## config.mk

```make
export PLATFORM = sky130hd
export DESIGN_NAME = reset_sequencer
export DESIGN_NICKNAME = d
export VERILOG_FILES = /design/src/rtl/reset_sequencer.sv
export SDC_FILE = /design/constraint.sdc
export NUM_CORES = 1
export LEC_CHECK = 0
export CORE_ASPECT_RATIO = 1.1
export CORE_MARGIN = 10
export CORE_UTILIZATION = 40
export CTS_CLUSTER_SIZE = 20
export DETAILED_ROUTE_END_ITERATION = 7
export SETUP_SLACK_MARGIN = 0.2
export SLEW_MARGIN = 20
export SYNTH_ARGS = -nofsm -noshare
export SYNTH_HDL_FRONTEND = slang
export SYNTH_SLANG_ARGS = --single-unit
```

## constraint.sdc

```tcl
create_clock -name clk -period 2 [get_ports clk]
set_input_delay 0.4 -clock clk [delete_from_list [all_inputs] [get_ports clk]]
set_output_delay 0.4 -clock clk [all_outputs]
set_load 0.05 [all_outputs]
```

## src/rtl/reset_sequencer.sv

```systemverilog
// reset_sequencer: system reset generator.
// Combines power-on/PLL-lock reset, the debounced push-button and the host DTR edge.
// It releases the peripheral reset first and the CPU reset CPU_DELAY_CYCLES later.
// It also records the cause of the most recent reset.
// Optional feature macro: RESET_SEQ_DTR_EN. When it is not defined, the uart_dtr
// input is ignored and reset_cause never reads 2.
//
// state        | meaning
// -------------|---------------------------------------------------------
// ST_PERIPH_RST| peripherals and CPU held in reset, counting PERIPH_RST_CYCLES
// ST_CPU_WAIT  | peripherals released, CPU held, counting CPU_DELAY_CYCLES
// ST_RUN       | everything released
module reset_sequencer #(
  parameter int SYNC_STAGES       = 2,
  parameter int DEBOUNCE_CYCLES   = 250000,
  parameter int PERIPH_RST_CYCLES = 2500,
  parameter int CPU_DELAY_CYCLES  = 64
) (
  input  logic       clk,
  input  logic       reset,
  input  logic       nreset,
  input  logic       uart_dtr,
  output logic       sys_reset,
  output logic       periph_reset,
  output logic       nrst_out,
  output logic [1:0] reset_cause,
  output logic       seq_busy
);

  localparam int MAX_CYC = (PERIPH_RST_CYCLES > CPU_DELAY_CYCLES) ? PERIPH_RST_CYCLES
                                                                  : CPU_DELAY_CYCLES;
  localparam int CNT_W = (MAX_CYC > 1) ? $clog2(MAX_CYC) : 1;
  localparam int DB_W  = (DEBOUNCE_CYCLES > 1) ? $clog2(DEBOUNCE_CYCLES) : 1;

  localparam logic [CNT_W-1:0] PERIPH_LAST = CNT_W'(PERIPH_RST_CYCLES - 1);
  localparam logic [CNT_W-1:0] CPU_LAST    = CNT_W'(CPU_DELAY_CYCLES - 1);
  localparam logic [DB_W-1:0]  DB_LAST     = DB_W'(DEBOUNCE_CYCLES - 1);

  localparam logic [1:0] CAUSE_POR = 2'd0;
  localparam logic [1:0] CAUSE_BTN = 2'd1;
  localparam logic [1:0] CAUSE_DTR = 2'd2;

  typedef enum logic [1:0] {
    ST_PERIPH_RST = 2'd0,
    ST_CPU_WAIT   = 2'd1,
    ST_RUN        = 2'd2
  } state_t;

  state_t            state, state_nxt;
  logic [CNT_W-1:0]  cnt, cnt_nxt;
  logic [1:0]        cause_nxt;
  logic              sys_nxt, periph_nxt, busy_nxt;

  logic [SYNC_STAGES-1:0] btn_sync;
  logic                   btn_s;
  logic                   btn_db;
  logic [DB_W-1:0]        db_cnt;
  logic                   btn_trig;
  logic                   dtr_trig;

  // Button synchroniser: loads "released" during reset so no trigger is seen at power-up
  always_ff @(posedge clk or posedge reset) begin
    if (reset) begin
      btn_sync <= '1;
    end else begin
      btn_sync <= {btn_sync[SYNC_STAGES-2:0], nreset};
    end
  end

  assign btn_s = btn_sync[SYNC_STAGES-1];

  // Debounce: accept a new button level only after DEBOUNCE_CYCLES consecutive cycles
  always_ff @(posedge clk or posedge reset) begin
    if (reset) begin
      btn_db <= 1'b1;
      db_cnt <= '0;
    end else if (btn_s != btn_db) begin
      if (db_cnt == DB_LAST) begin
        btn_db <= btn_s;
        db_cnt <= '0;
      end else begin
        db_cnt <= db_cnt + DB_W'(1);
      end
    end else begin
      db_cnt <= '0;
    end
  end

  assign btn_trig = ~btn_db;

`ifdef RESET_SEQ_DTR_EN
  logic [SYNC_STAGES-1:0] dtr_sync;
  logic                   dtr_prev;

  // DTR synchroniser plus previous-value flop for falling-edge detection; idle level is 1
  always_ff @(posedge clk or posedge reset) begin
    if (reset) begin
      dtr_sync <= '1;
      dtr_prev <= 1'b1;
    end else begin
      dtr_sync <= {dtr_sync[SYNC_STAGES-2:0], uart_dtr};
      dtr_prev <= dtr_sync[SYNC_STAGES-1];
    end
  end

  assign dtr_trig = dtr_prev & ~dtr_sync[SYNC_STAGES-1];
`else
  logic unused_dtr;
  assign unused_dtr = uart_dtr;
  assign dtr_trig   = 1'b0;
`endif

  // State, shared counter, cause and registered outputs (decoded from the next state)
  always_ff @(posedge clk or posedge reset) begin
    if (reset) begin
      state        <= ST_PERIPH_RST;
      cnt          <= '0;
      reset_cause  <= CAUSE_POR;
      sys_reset    <= 1'b1;
      periph_reset <= 1'b1;
      nrst_out     <= 1'b0;
      seq_busy     <= 1'b1;
    end else begin
      state        <= state_nxt;
      cnt          <= cnt_nxt;
      reset_cause  <= cause_nxt;
      sys_reset    <= sys_nxt;
      periph_reset <= periph_nxt;
      nrst_out     <= ~periph_nxt;
      seq_busy     <= busy_nxt;
    end
  end

  // Next state: any trigger restarts the whole sequence, button has priority for the cause
  always_comb begin
    state_nxt = state;
    cnt_nxt   = cnt;
    cause_nxt = reset_cause;
    if (btn_trig || dtr_trig) begin
      state_nxt = ST_PERIPH_RST;
      cnt_nxt   = '0;
      cause_nxt = btn_trig ? CAUSE_BTN : CAUSE_DTR;
    end else begin
      case (state)
        ST_PERIPH_RST: begin
          if (cnt == PERIPH_LAST) begin
            state_nxt = ST_CPU_WAIT;
            cnt_nxt   = '0;
          end else begin
            cnt_nxt = cnt + CNT_W'(1);
          end
        end
        ST_CPU_WAIT: begin
          if (cnt == CPU_LAST) begin
            state_nxt = ST_RUN;
            cnt_nxt   = '0;
          end else begin
            cnt_nxt = cnt + CNT_W'(1);
          end
        end
        ST_RUN: begin
          cnt_nxt = '0;
        end
        default: begin
          state_nxt = ST_PERIPH_RST;
          cnt_nxt   = '0;
        end
      endcase
    end
  end

  // Output decode from the next state so outputs move on the same edge as the state
  always_comb begin
    sys_nxt    = (state_nxt != ST_RUN);
    periph_nxt = (state_nxt == ST_PERIPH_RST);
    busy_nxt   = (state_nxt != ST_RUN);
  end

endmodule

```

==> load_flow_metrics.sql, run 1 <==
INSERT INTO impl_metrics (metric_group, metric, value, unit) VALUES
('sta', 'finalSetupViolCount', '0', ''),
('sta', 'maxSlewViolCount', '0', ''),
('floorplanning', 'top_level_ports', '10', ''),
('pwr', 'totalPowerFinal', '1.62', 'mW'),
('pwr', 'ir_worst_vdd', '373', 'µV'),
('synthesis', 'mappedNetlistArea', '1870', 'µm²'),
('pwr', 'pwr-share-clk', '47.8', '%'),
('worst_setup_path', 'required_time_of_the_worst_setup_path', '2.17', 'ns'),
('synthesis', 'synth-seq-cells', '39', ''),
('sta', 'post-route-min-period', '1.65', 'ns'),
('synthesis', 'synth_fp_nets', '186', ''),
('pwr', 'power_switching', '0.315', 'mW'),
('pwr', 'seq_power_share', '49.5', '%'),
('synthesis', 'synth.distinct_cells', '34', ''),
('floorplanning', 'die_area', '7820', 'µm²'),
('worst_setup_path', 'cpPeakStageDelay', '0.39', 'ns'),
('worst_setup_path', 'reg2regPathDepth', '5', ''),
('clock_network', 'cts.htree.levels', '2', ''),
('worst_setup_path', 'timing.critical_path.arrival', '1.82', 'ns'),
('synthesis', 'synthesis.yosys.warnings', '0', ''),
('clock_network', 'root_buffer', 'sky130_fd_sc_hd__clkbuf_8', ''),
('sta', 'hold_viol_final', '0', ''),
('floorplanning', 'fp.dieW', '85.2', 'µm'),
('pwr', 'total_leakage_power', '0.881', 'nW'),
('global_routing', 'first_global_vias', '1359', ''),
('clock_network', 'cts.sinks', '39', ''),
('flow_run', 'max-cap-violations', '0', ''),
('run_status', 'run_status', 'complete, no violations', ''),
('finish', 'fillers', '420', ''),
('global_routing', 'grt_max_degree', '40', ''),
('finish', 'nets', '198', ''),
('drt', 'via_to_cell_ratio', '5.14', ''),
('worst_setup_path', 'critical_path.cell_chain', 'ha_1 -> nand4_1 -> o31ai_4 -> buf_4 -> nor2_1', ''),
('worst_setup_path', 'critPathLaunchType', 'register', ''),
('synthesis', 'yosys.area.top_type', 'sky130_fd_sc_hd__dfrtp_1', ''),
('placement', 'post_dp_hpwl', '2340', 'µm'),
('finish', 'layout.cells.non_filler', '249', ''),
('sta', 'skew', '0.00677', 'ns'),
('synthesis', 'synth-edff-count', '0', ''),
('placement', 'numPortBuffers', '7', ''),
('synthesis', 'post_synth_inst_count', '180', ''),
('finish', 'area.growth.synth_to_final', '14.0', '%'),
('global_routing', 'track_usage', '9.50', '%'),
('pwr', 'power.internal', '1.31', 'mW'),
('sta', 'max_freq', '607', 'MHz'),
('sta', 'post-route-worst-setup-slack', '0.353', 'ns'),
('clock_network', 'cts_inserted_buffers', '5', ''),
('global_routing', 'grt_antenna_before_repair', '0', ''),
('drt', 'drtPass1Iterations', '4', ''),
('drt', 'routed_wl', '3320', 'µm'),
('placement', 'place_inst', '241', ''),
('synthesis', 'postSynth.asyncResetShare', '100', '%'),
('drt', 'first_iter_violations', '52', ''),
('synthesis', 'dominantRegCellSynth', 'sky130_fd_sc_hd__dfrtp_1', ''),
('sta', 'setup_tns', '0', 'ns'),
('drt', 'postRouteAntennaNets', '0', ''),
('finish', 'ant_cells', '0', ''),
('worst_setup_path', 'crit_path_max_fanout', '18', ''),
('clock_network', 'max_root_sink_buffers', '2', ''),
('floorplanning', 'core.rowCount', '26', ''),
('worst_hold_path', 'hold_path.class', 'register to register', ''),
('pwr', 'p_comb_share', '2.6', '%'),
('placement', 'place_congestion', '0.778', ''),
('pwr', 'power_per_cell_area', '760', 'nW/µm²'),
('sta', 'holdWs', '0.353', 'ns'),
('synthesis', 'syn-mean-instance-area', '10.4', 'µm²'),
('floorplanning', 'core_region_area', '4590', 'µm²'),
('placement', 'setup_slack_placement', '0.334', 'ns'),
('floorplanning', 'initial_utilization', '40.8', '%'),
('worst_hold_path', 'min_path_cells', '0', ''),
('clock_network', 'tritoncts', 'built', '');
-- layout make-up --
cell class              count  area [µm²]  share of cell area, %
flip-flops and latches     39         982                   46.0
multi-input cells         131         837                   39.2
repair buffers             12        97.6                   4.57
well taps                  56        70.1                   3.28
clock buffers               5        68.8                   3.22
clock inverters             3        67.6                   3.17
inverters                   3        11.3                  0.528
-- cells in the final DEF (no fill, tap or decap), types with 2 or more instances in the layout --
cell type                         instances
sky130_fd_sc_hd__and4_1                   5
sky130_fd_sc_hd__a21oi_1                  2
sky130_fd_sc_hd__nand3_1                 13
sky130_fd_sc_hd__dfrtp_1                 34
sky130_fd_sc_hd__bufinv_16                2
sky130_fd_sc_hd__and4_2                   2
sky130_fd_sc_hd__o21ai_0                  2
sky130_fd_sc_hd__nor4_1                   4
sky130_fd_sc_hd__nand2_1                 10
sky130_fd_sc_hd__clkbuf_8                 5
sky130_fd_sc_hd__xnor2_1                  6
sky130_fd_sc_hd__and3_1                   3
sky130_fd_sc_hd__nand4_1                 10
sky130_fd_sc_hd__dlygate4sd2_1            2
sky130_fd_sc_hd__buf_4                    8
sky130_fd_sc_hd__ha_1                     2
sky130_fd_sc_hd__dfstp_2                  5
sky130_fd_sc_hd__clkdlybuf4s50_1          2
sky130_fd_sc_hd__nor2b_1                  2
sky130_fd_sc_hd__nand2b_1                 4
sky130_fd_sc_hd__xor2_1                  19
sky130_fd_sc_hd__and2_1                   3
sky130_fd_sc_hd__nor2_1                  33
sky130_fd_sc_hd__inv_1                    3
-- routing by layer --
metal	GRT usage [%]	vias to the layer above	part of all wire (%)
li1	-	634	-
met1	10.7	619	45
met2	16.0	22	50
met3	3.19	6	3.8
met4	3.85	0	1.3
met5	0	-	0
-- power groups by stage --
stage	combinational (mW)	clock, mW	sequential [mW]
finish	0.0428	0.776	0.803
global route	0.0490	0.841	0.804
CTS	0.0449	0.798	0.803
detailed placement	0.0446	0	0.818
global placement	0.0424	0	0.817
floorplan	0.0327	0	0.817
-- kinds of logic (layout without fill, tap and decap cells) --
logic type      Yosys count  count (layout)  synth area share, %
mux                       1               1                0.601
compound gates            8               8                 3.47
flops                    39              39                 52.4
fa+ha+maj                 2               2                 1.34
other cells               1               1                0.200
buf+inv                  10              23                 3.21
xor+xnor                 25              25                 11.7
simple gates             94              94                 27.1
-- path summary, 6_finish.rpt --
check	start	to	slack [ns]
worst min register to register	btn_sync[0]	btn_sync[1]	0.35
max in group asynchronous	reset	btn_sync[0]	1.13
worst min-delay path	btn_sync[0]	btn_sync[1]	0.35
worst max-delay path	db_cnt[0]	db_cnt[8]	0.35
min in group asynchronous	reset	state[1]	0.52
worst max register to register	db_cnt[0]	db_cnt[8]	0.35
-- worst max-delay path: cells and delay by family, from the launching register on --
| family | cells | cell delay, ns |
|---|---|---|
| DFF | 1 | 0.39 |
| buffers and inverters | 1 | 0.26 |
| and+or+nand+nor | 2 | 0.33 |
| AOI/OAI and AO/OA | 1 | 0.31 |
| adders and majority gates | 1 | 0.24 |
-- timing repair --
item	4_1_cts	5_1_grt
buffers inserted	0	0
resized for setup	2	1
endpoints found under the setup margin	2	1
-- flip-flops by register name, indices dropped and copies added (netlist names), 2 cells and up --
register,flops
btn_sync,2
cnt,12
db_cnt,18
state,2
-- cells in the mapped netlist (3+ instances only) --
| library cell | n |
|---|---|
| sky130_fd_sc_hd__nand2_1 | 10 |
| sky130_fd_sc_hd__dfrtp_1 | 34 |
| sky130_fd_sc_hd__dfstp_2 | 5 |
| sky130_fd_sc_hd__and3_1 | 3 |
| sky130_fd_sc_hd__nor2_1 | 33 |
| sky130_fd_sc_hd__inv_1 | 3 |
| sky130_fd_sc_hd__nand3_1 | 13 |
| sky130_fd_sc_hd__and4_1 | 5 |
| sky130_fd_sc_hd__nor4_1 | 4 |
| sky130_fd_sc_hd__nand2b_1 | 4 |
| sky130_fd_sc_hd__xor2_1 | 19 |
| sky130_fd_sc_hd__and2_1 | 3 |
| sky130_fd_sc_hd__buf_4 | 3 |
| sky130_fd_sc_hd__xnor2_1 | 6 |
| sky130_fd_sc_hd__nand4_1 | 10 |
(Power assumes the default switching activity.)
==> run 2: changes to the inputs <==
==> constraint.sdc (replaced) <==
create_clock -name clk -period 1.52 [get_ports clk]
set_input_delay 0.304 -clock clk [delete_from_list [all_inputs] [get_ports clk]]
set_output_delay 0.304 -clock clk [all_outputs]
set_load 0.05 [all_outputs]
==> load_flow_metrics.sql, run 2 (synthesis results as in run 1) <==
INSERT INTO impl_metrics (metric_group, metric, value, unit) VALUES
('run_status', 'run_status', 'complete, but fails checks', ''),
('run_status', 'failing_checks', 'negative setup slack', ''),
('drt', 'via_to_cell_ratio', '5.16', ''),
('worst_hold_path', 'min_path_cells', '0', ''),
('floorplanning', 'die_area', '7820', 'µm²'),
('sta', 'finalSetupViolCount', '1', ''),
('drt', 'drt-wirelength-per-cell', '14.2', 'µm'),
('clock_network', 'cts.htree.levels', '2', ''),
('worst_hold_path', 'hp-start', 'btn_sync[0]', ''),
('pwr', 'totalPowerFinal', '1.84', 'mW'),
('sta', 'period_share', '100', '%'),
('floorplanning', 'top_level_ports', '10', ''),
('drt', 'drtPass1Iterations', '4', ''),
('worst_setup_path', 'cpPeakStageDelay', '0.41', 'ns'),
('finish', 'layout.cells.most_common', 'sky130_fd_sc_hd__dfrtp_1', ''),
('worst_setup_path', 'critical_path.cell_chain', 'nor4_2 -> nand3_2 -> a22oi_2 -> buf_6 -> nor2b_2', ''),
('drt', 'drc', '0', ''),
('worst_setup_path', 'reg2regPathDepth', '5', ''),
('drt', 'first_iter_violations', '52', ''),
('pwr', 'total_leakage_power', '1.09', 'nW'),
('clock_network', 'tritoncts', 'built', ''),
('worst_setup_path', 'timing.critical_path.arrival', '1.70', 'ns'),
('drt', 'routed_wl', '4020', 'µm'),
('sta', 'skew', '0.00537', 'ns'),
('finish', 'fraction_of_layout_instances_using_a_drive_strength_above_1', '38.5', '%'),
('placement', 'place_congestion', '0.839', ''),
('worst_setup_path', 'critPathCaptureType', 'register', ''),
('sta', 'max_freq', '658', 'MHz'),
('clock_network', 'postCtsHoldBufs', '0', ''),
('worst_hold_path', 'end_of_the_worst_hold_path', 'btn_sync[1]', ''),
('flow_run', 'max-cap-violations', '0', ''),
('worst_setup_path', 'rr_endpoint', 'cnt[1]', ''),
('pwr', 'power_per_cell_area', '715', 'nW/µm²'),
('global_routing', 'use_met3', '3.01', '%'),
('finish', 'ant_cells', '0', ''),
('global_routing', 'first_global_vias', '1543', ''),
('clock_network', 'clk_latency', '0.29', 'ns'),
('global_routing', 'grt_antenna_before_repair', '0', ''),
('global_routing', 'met1_track_utilization_from_global_routing', '11.2', '%'),
('placement', 'numPortBuffers', '7', ''),
('global_routing', 'groute.layer.met2.usage', '19.1', '%'),
('worst_setup_path', 'critPathLaunchType', 'register', ''),
('global_routing', 'grt_most_used_layer', 'met2', ''),
('placement', 'place_inst', '264', ''),
('global_routing', 'track_usage', '10.7', '%'),
('drt', 'num_vias', '1454', ''),
('worst_setup_path', 'required_time_of_the_worst_setup_path', '1.70', 'ns'),
('clock_network', 'clock_pin_slew_on_the_worst_setup_and_hold_paths', '0.07', 'ns'),
('finish', 'final_core_util', '56.1', '%'),
('floorplanning', 'fp.dieW', '85.2', 'µm'),
('pwr', 'ir_worst_vdd', '324', 'µV'),
('clock_network', 'cts.sinks', '39', ''),
('sta', 'hold_viol_final', '0', ''),
('placement', 'post_dp_hpwl', '2710', 'µm'),
('clock_network', 'cts_inserted_buffers', '5', ''),
('worst_setup_path', 'critical_path.reg2reg.startpoint', 'cnt[2]', ''),
('clock_network', 'max_root_sink_buffers', '2', ''),
('sta', 'post-route-min-period', '1.52', 'ns'),
('finish', 'largest_register_ff_count', '18', ''),
('worst_setup_path', 'worstSetupPathType', 'register to register', ''),
('finish', 'layout_common_cells', 'sky130_fd_sc_hd__dfrtp_1 (34), sky130_fd_sc_hd__buf_4 (30), sky130_fd_sc_hd__nor2_1 (23), sky130_fd_sc_hd__xor2_1 (19), sky130_fd_sc_hd__nand3_1 (12)', ''),
('sta', 'post-route-worst-setup-slack', '-0.000587', 'ns'),
('finish', 'area.growth.synth_to_final', '37.5', '%'),
('worst_setup_path', 'setup.reg_to_reg.worst_slack', '-0.0006', 'ns'),
('worst_hold_path', 'hold_path.class', 'register to register', ''),
('finish', 'nets', '231', ''),
('global_routing', 'grt_first_pass_wirelength', '6940', 'µm'),
('finish', 'top_reg_by_flops', 'db_cnt', ''),
('floorplanning', 'core_region_area', '4590', 'µm²'),
('global_routing', 'grt_max_degree', '40', ''),
('drt', 'postRouteAntennaNets', '0', ''),
('finish', 'layout.cells.non_filler', '282', ''),
('worst_setup_path', 'critical_path.slowest_cell', 'sky130_fd_sc_hd__dfrtp_1', ''),
('floorplanning', 'fp.dieH', '91.8', 'µm'),
('sta', 'rsz0062_at_grt', 'yes', ''),
('floorplanning', 'initial_utilization', '40.8', '%'),
('clock_network', 'root_buffer', 'sky130_fd_sc_hd__clkbuf_8', ''),
('floorplanning', 'core.rowCount', '26', ''),
('sta', 'maxSlewViolCount', '0', ''),
('worst_setup_path', 'crit_path_max_fanout', '6', ''),
('finish', 'largest_registers', 'db_cnt x18, cnt x12', ''),
('global_routing', 'grt-ovfl-total', '0', '');
==> run 2: area by class of cell <==
class	count	area, µm²
Inverter	3	11.3
Timing Repair Buffer	45	453
Sequential cell	39	982
Clock inverter	1	5.00
Fill cell	391	2010
Clock buffer	7	86.3
Multi-Input combinational cell	131	967
Tap cell	56	70.1
==> run 2: per-stage QoR <==
step	hold WS, ns	worst slack, ns	area, µm²	TNS [ns]
5_1_grt	0.368	-0.0876	2570	-1.82
2_1_floorplan	0.308	0.00526	1910	0
3_5_place_dp	0.351	-0.128	2270	-1.17
3_3_place_gp	0.349	-0.0513	2270	-0.271
4_1_cts	0.362	-0.0184	2490	-0.121
6_report	0.360	-0.000587	2570	-0.000587
==> run 2: worst max-delay path, delay by kind of cell (launching register included) <==
family          cells  cell delay [ns]
simple gates        3             0.58
flops               1             0.41
compound gates      1             0.23
buf+inv             1             0.20
==> run 2: worst max path at each step <==
stage | start | to | depth (start not counted) | slack [ns]
after floorplan | db_cnt[0] | db_cnt[12] | 5 | 0.005
after global placement | db_cnt[8] | btn_db | 4 | -0.05
final | cnt[2] | cnt[1] | 5 | -0.0006
after global routing | cnt[2] | cnt[6] | 5 | -0.09
after CTS | db_cnt[8] | db_cnt[6] | 5 | -0.02
after detailed placement | db_cnt[8] | btn_db | 4 | -0.13
==> run 2: what timing repair did <==
item	4_1_cts	5_1_grt
buffers inserted	7	3
gates resized for setup	22	14
gates cloned	0	0
pin swaps	18	7
setup endpoints to repair	36	37
==> run 2: metal layers <==
layer | vias to the layer above | routed length (µm)
li1 | 702 | -
met1 | 725 | 1660
met2 | 18 | 2190
met3 | 9 | 86
met4 | 0 | 78
met5 | - | 0
==> run 2: report_power, final <==
part / leakage [nW] / switching, mW / internal, mW
Combinational: 0.517 / 0.0447 / 0.0276
Clock: 0.0482 / 0.346 / 0.366
Sequential: 0.520 / 0.00737 / 1.05
Total: 1.09 / 0.398 / 1.44
==> run 3: changes to the inputs <==
--- a/config.mk
+++ b/config.mk
@@ -5,11 +5,15 @@
 export SDC_FILE = /design/constraint.sdc
 export NUM_CORES = 1
 export LEC_CHECK = 0
+export CAP_MARGIN = 20
+export CELL_PAD_IN_SITES_DETAIL_PLACEMENT = 0
+export CELL_PAD_IN_SITES_GLOBAL_PLACEMENT = 1
 export CORE_ASPECT_RATIO = 1.1
 export CORE_MARGIN = 10
 export CORE_UTILIZATION = 40
 export CTS_CLUSTER_SIZE = 20
 export DETAILED_ROUTE_END_ITERATION = 7
+export PLACE_DENSITY_LB_ADDON = 0.1
 export SETUP_SLACK_MARGIN = 0.2
 export SLEW_MARGIN = 20
 export SYNTH_ARGS = -nofsm -noshare
==> constraint.sdc (replaced) <==
create_clock -name clk -period 1.52 [get_ports clk]
set_input_delay 0.304 -clock clk [delete_from_list [all_inputs] [get_ports clk]]
set_output_delay 0.304 -clock clk [all_outputs]
set_load 0.02 [all_outputs]
==> load_flow_metrics.sql, run 3 (synthesis results as in run 1) <==
INSERT INTO impl_metrics (metric_group, metric, value, unit) VALUES
('sta', 'finalSetupViolCount', '7', ''),
('finish', 'area_of_the_multi_input_gates', '973', 'µm²'),
('flow_run', 'max-cap-violations', '0', ''),
('placement', 'post_dp_hpwl', '2590', 'µm'),
('floorplanning', 'die_area', '7820', 'µm²'),
('clock_network', 'cts.sinks', '39', ''),
('clock_network', 'clk_latency', '0.29', 'ns'),
('pwr', 'total_leakage_power', '1.05', 'nW'),
('finish', 'largest_registers', 'db_cnt x18, cnt x12', ''),
('worst_setup_path', 'beginning_of_the_critical_path', 'cnt[6]', ''),
('pwr', 'totalPowerFinal', '1.90', 'mW'),
('clock_network', 'cts.htree.levels', '2', ''),
('worst_setup_path', 'worstSetupPathType', 'register to register', ''),
('worst_setup_path', 'crit_path_max_fanout', '12', ''),
('pwr', 'seq_power_share', '55.6', '%'),
('clock_network', 'tritoncts', 'built', ''),
('drt', 'routed_wl', '3840', 'µm'),
('sta', 'max_freq', '653', 'MHz'),
('placement', 'place_congestion', '0.828', ''),
('pwr', 'ir_worst_vdd', '495', 'µV'),
('pwr', 'power_per_cell_area', '760', 'nW/µm²'),
('worst_setup_path', 'timing.critical_path.arrival', '1.71', 'ns'),
('sta', 'post-route-min-period', '1.53', 'ns'),
('floorplanning', 'core_region_area', '4590', 'µm²'),
('drt', 'via_to_cell_ratio', '5.02', ''),
('clock_network', 'cts_inserted_buffers', '5', ''),
('worst_setup_path', 'critPathCaptureType', 'register', ''),
('finish', 'nets', '228', ''),
('clock_network', 'root_buffer', 'sky130_fd_sc_hd__clkbuf_8', ''),
('sta', 'setup_tns', '-0.0364', 'ns'),
('worst_hold_path', 'hold_path.class', 'register to register', ''),
('floorplanning', 'fp.dieW', '85.2', 'µm'),
('clock_network', 'postCtsHoldBufs', '0', ''),
('floorplanning', 'initial_utilization', '40.8', '%'),
('run_status', 'failing_checks', 'negative setup slack', ''),
('finish', 'layout_common_cells', 'sky130_fd_sc_hd__dfrtp_1 (32), sky130_fd_sc_hd__buf_4 (31), sky130_fd_sc_hd__nor2_1 (27), sky130_fd_sc_hd__xor2_1 (19), sky130_fd_sc_hd__nand3_1 (11)', ''),
('floorplanning', 'fp.dieH', '91.8', 'µm'),
('pwr', 'switching_share', '21.2', '%'),
('global_routing', 'first_global_vias', '1489', ''),
('worst_setup_path', 'critPathCapture', 'cnt[1]', ''),
('finish', 'top_reg_by_flops', 'db_cnt', ''),
('run_status', 'run_status', 'complete, but fails checks', ''),
('finish', 'largest_register_ff_count', '18', ''),
('finish', 'fraction_of_layout_instances_using_a_drive_strength_above_1', '36.8', '%'),
('worst_setup_path', 'critical_path.reg2reg.startpoint', 'cnt[6]', ''),
('drt', 'drt-wirelength-per-cell', '13.7', 'µm'),
('finish', 'storage_cell_area', '985', 'µm²'),
('clock_network', 'clock_pin_slew_on_the_worst_setup_and_hold_paths', '0.08', 'ns'),
('worst_setup_path', 'required_time_of_the_worst_setup_path', '1.70', 'ns'),
('global_routing', 'grt_max_degree', '40', ''),
('finish', 'ant_cells', '0', ''),
('finish', 'layout.cells.most_common', 'sky130_fd_sc_hd__dfrtp_1', ''),
('placement', 'setup_slack_placement', '-0.0681', 'ns'),
('pwr', 'pwr-share-clk', '40.3', '%'),
('pwr', 'power_switching', '0.401', 'mW'),
('drt', 'first_iter_violations', '47', ''),
('sta', 'post-route-worst-setup-slack', '-0.0124', 'ns'),
('drt', 'num_vias', '1400', ''),
('sta', 'rsz0062_at_grt', 'yes', ''),
('worst_setup_path', 'cpPeakStageDelay', '0.40', 'ns'),
('global_routing', 'grt_antenna_before_repair', '0', ''),
('worst_setup_path', 'critPathLaunchType', 'register', ''),
('sta', 'maxSlewViolCount', '0', ''),
('clock_network', 'max_root_sink_buffers', '2', ''),
('drt', 'postRouteAntennaNets', '0', ''),
('sta', 'hold_viol_final', '0', ''),
('worst_setup_path', 'reg2regPathDepth', '5', ''),
('pwr', 'p_comb_share', '4.0', '%'),
('worst_setup_path', 'critical_path.slowest_cell', 'sky130_fd_sc_hd__dfrtp_1', ''),
('sta', 'holdWs', '0.356', 'ns'),
('worst_setup_path', 'critical_path.cell_chain', 'nor4_2 -> nand4_1 -> a22oi_2 -> buf_12 -> nor2b_1', ''),
('worst_setup_path', 'setup.reg_to_reg.worst_slack', '-0.01', 'ns'),
('drt', 'drc', '0', ''),
('global_routing', 'grt-ovfl-total', '0', ''),
('placement', 'numPortBuffers', '7', ''),
('floorplanning', 'top_level_ports', '10', ''),
('sta', 'skew', '0.00486', 'ns'),
('sta', 'period_share', '101', '%'),
('global_routing', 'track_usage', '10.2', '%'),
('finish', 'fillers', '412', ''),
('pwr', 'power.internal', '1.50', 'mW'),
('drt', 'drtPass1Iterations', '4', ''),
('global_routing', 'grt_first_pass_wirelength', '6670', 'µm'),
('worst_setup_path', 'rr_endpoint', 'cnt[1]', ''),
('finish', 'area.growth.synth_to_final', '33.3', '%'),
('floorplanning', 'core.rowCount', '26', '');
## run 3: changes by cell type in the layout (fill, tap and decap cells not counted), sizes merged
cell and delta:
clkinv -1, buf -5, clkbuf +1, clkdlybuf4s15 +1, dlygate4sd2 +1
## run 3: metal layers
layer	share of wire, %	wire, µm	vias to the layer above	track usage, %
met3	2.7	105	6	3.19
met4	1.4	52	0	3.30
met2	54	2090	10	18.6
met1	41	1590	688	10.8
li1	-	-	696	-
met5	0	0	-	0
## run 3: power groups by stage
stage / sequential, mW / combinational [mW] / clock [mW]
CTS: 1.06 / 0.0741 / 0.796
floorplan: 1.07 / 0.0415 / 0
global placement: 1.07 / 0.0708 / 0
detailed placement: 1.08 / 0.0739 / 0
finish: 1.06 / 0.0767 / 0.765
global route: 1.06 / 0.0883 / 0.840
## run 3: layout make-up
type                    count  share of cell area (%)
clock buffers               8                    4.01
inverters                   3                   0.451
well taps                  56                    2.81
multi-input cells         131                    39.0
flip-flops and latches     39                    39.4
repair buffers             42                    14.3
## run 3: metrics by stage
| stage | utilization (%) | instances | cell area [µm²] |
|---|---|---|---|
| floorplan | - | 180 | 1910 |
| global placement | 48.6 | 263 | 2230 |
| detailed placement | 48.6 | 263 | 2230 |
| CTS | 52.6 | 274 | 2410 |
| global route | 54.4 | 279 | 2500 |
| finish | 54.4 | 279 | 2500 |
## run 3: worst max-delay path, delay by kind of cell, from the launching register on
kind,cells,cell delay [ns]
compound gates,1,0.26
simple gates,3,0.58
flops,1,0.40
buf+inv,1,0.18
## run 3: repair_timing
action	4_1_cts	5_1_grt
buffers inserted	3	5
setup endpoints to repair	38	36
resized for setup	36	13
gates cloned	0	0
pin swaps	5	6
## run 3: worst min path at each step
stage / startpoint / endpoint / slack, ns / cells past startpoint
2_1_floorplan: nreset / btn_sync[0] / 0.31 / 0
3_3_place_gp: btn_sync[0] / btn_sync[1] / 0.35 / 0
3_5_place_dp: btn_sync[0] / btn_sync[1] / 0.35 / 0
4_1_cts: btn_sync[0] / btn_sync[1] / 0.36 / 0
5_1_grt: btn_sync[0] / btn_sync[1] / 0.37 / 0
6_report: btn_sync[0] / btn_sync[1] / 0.36 / 0
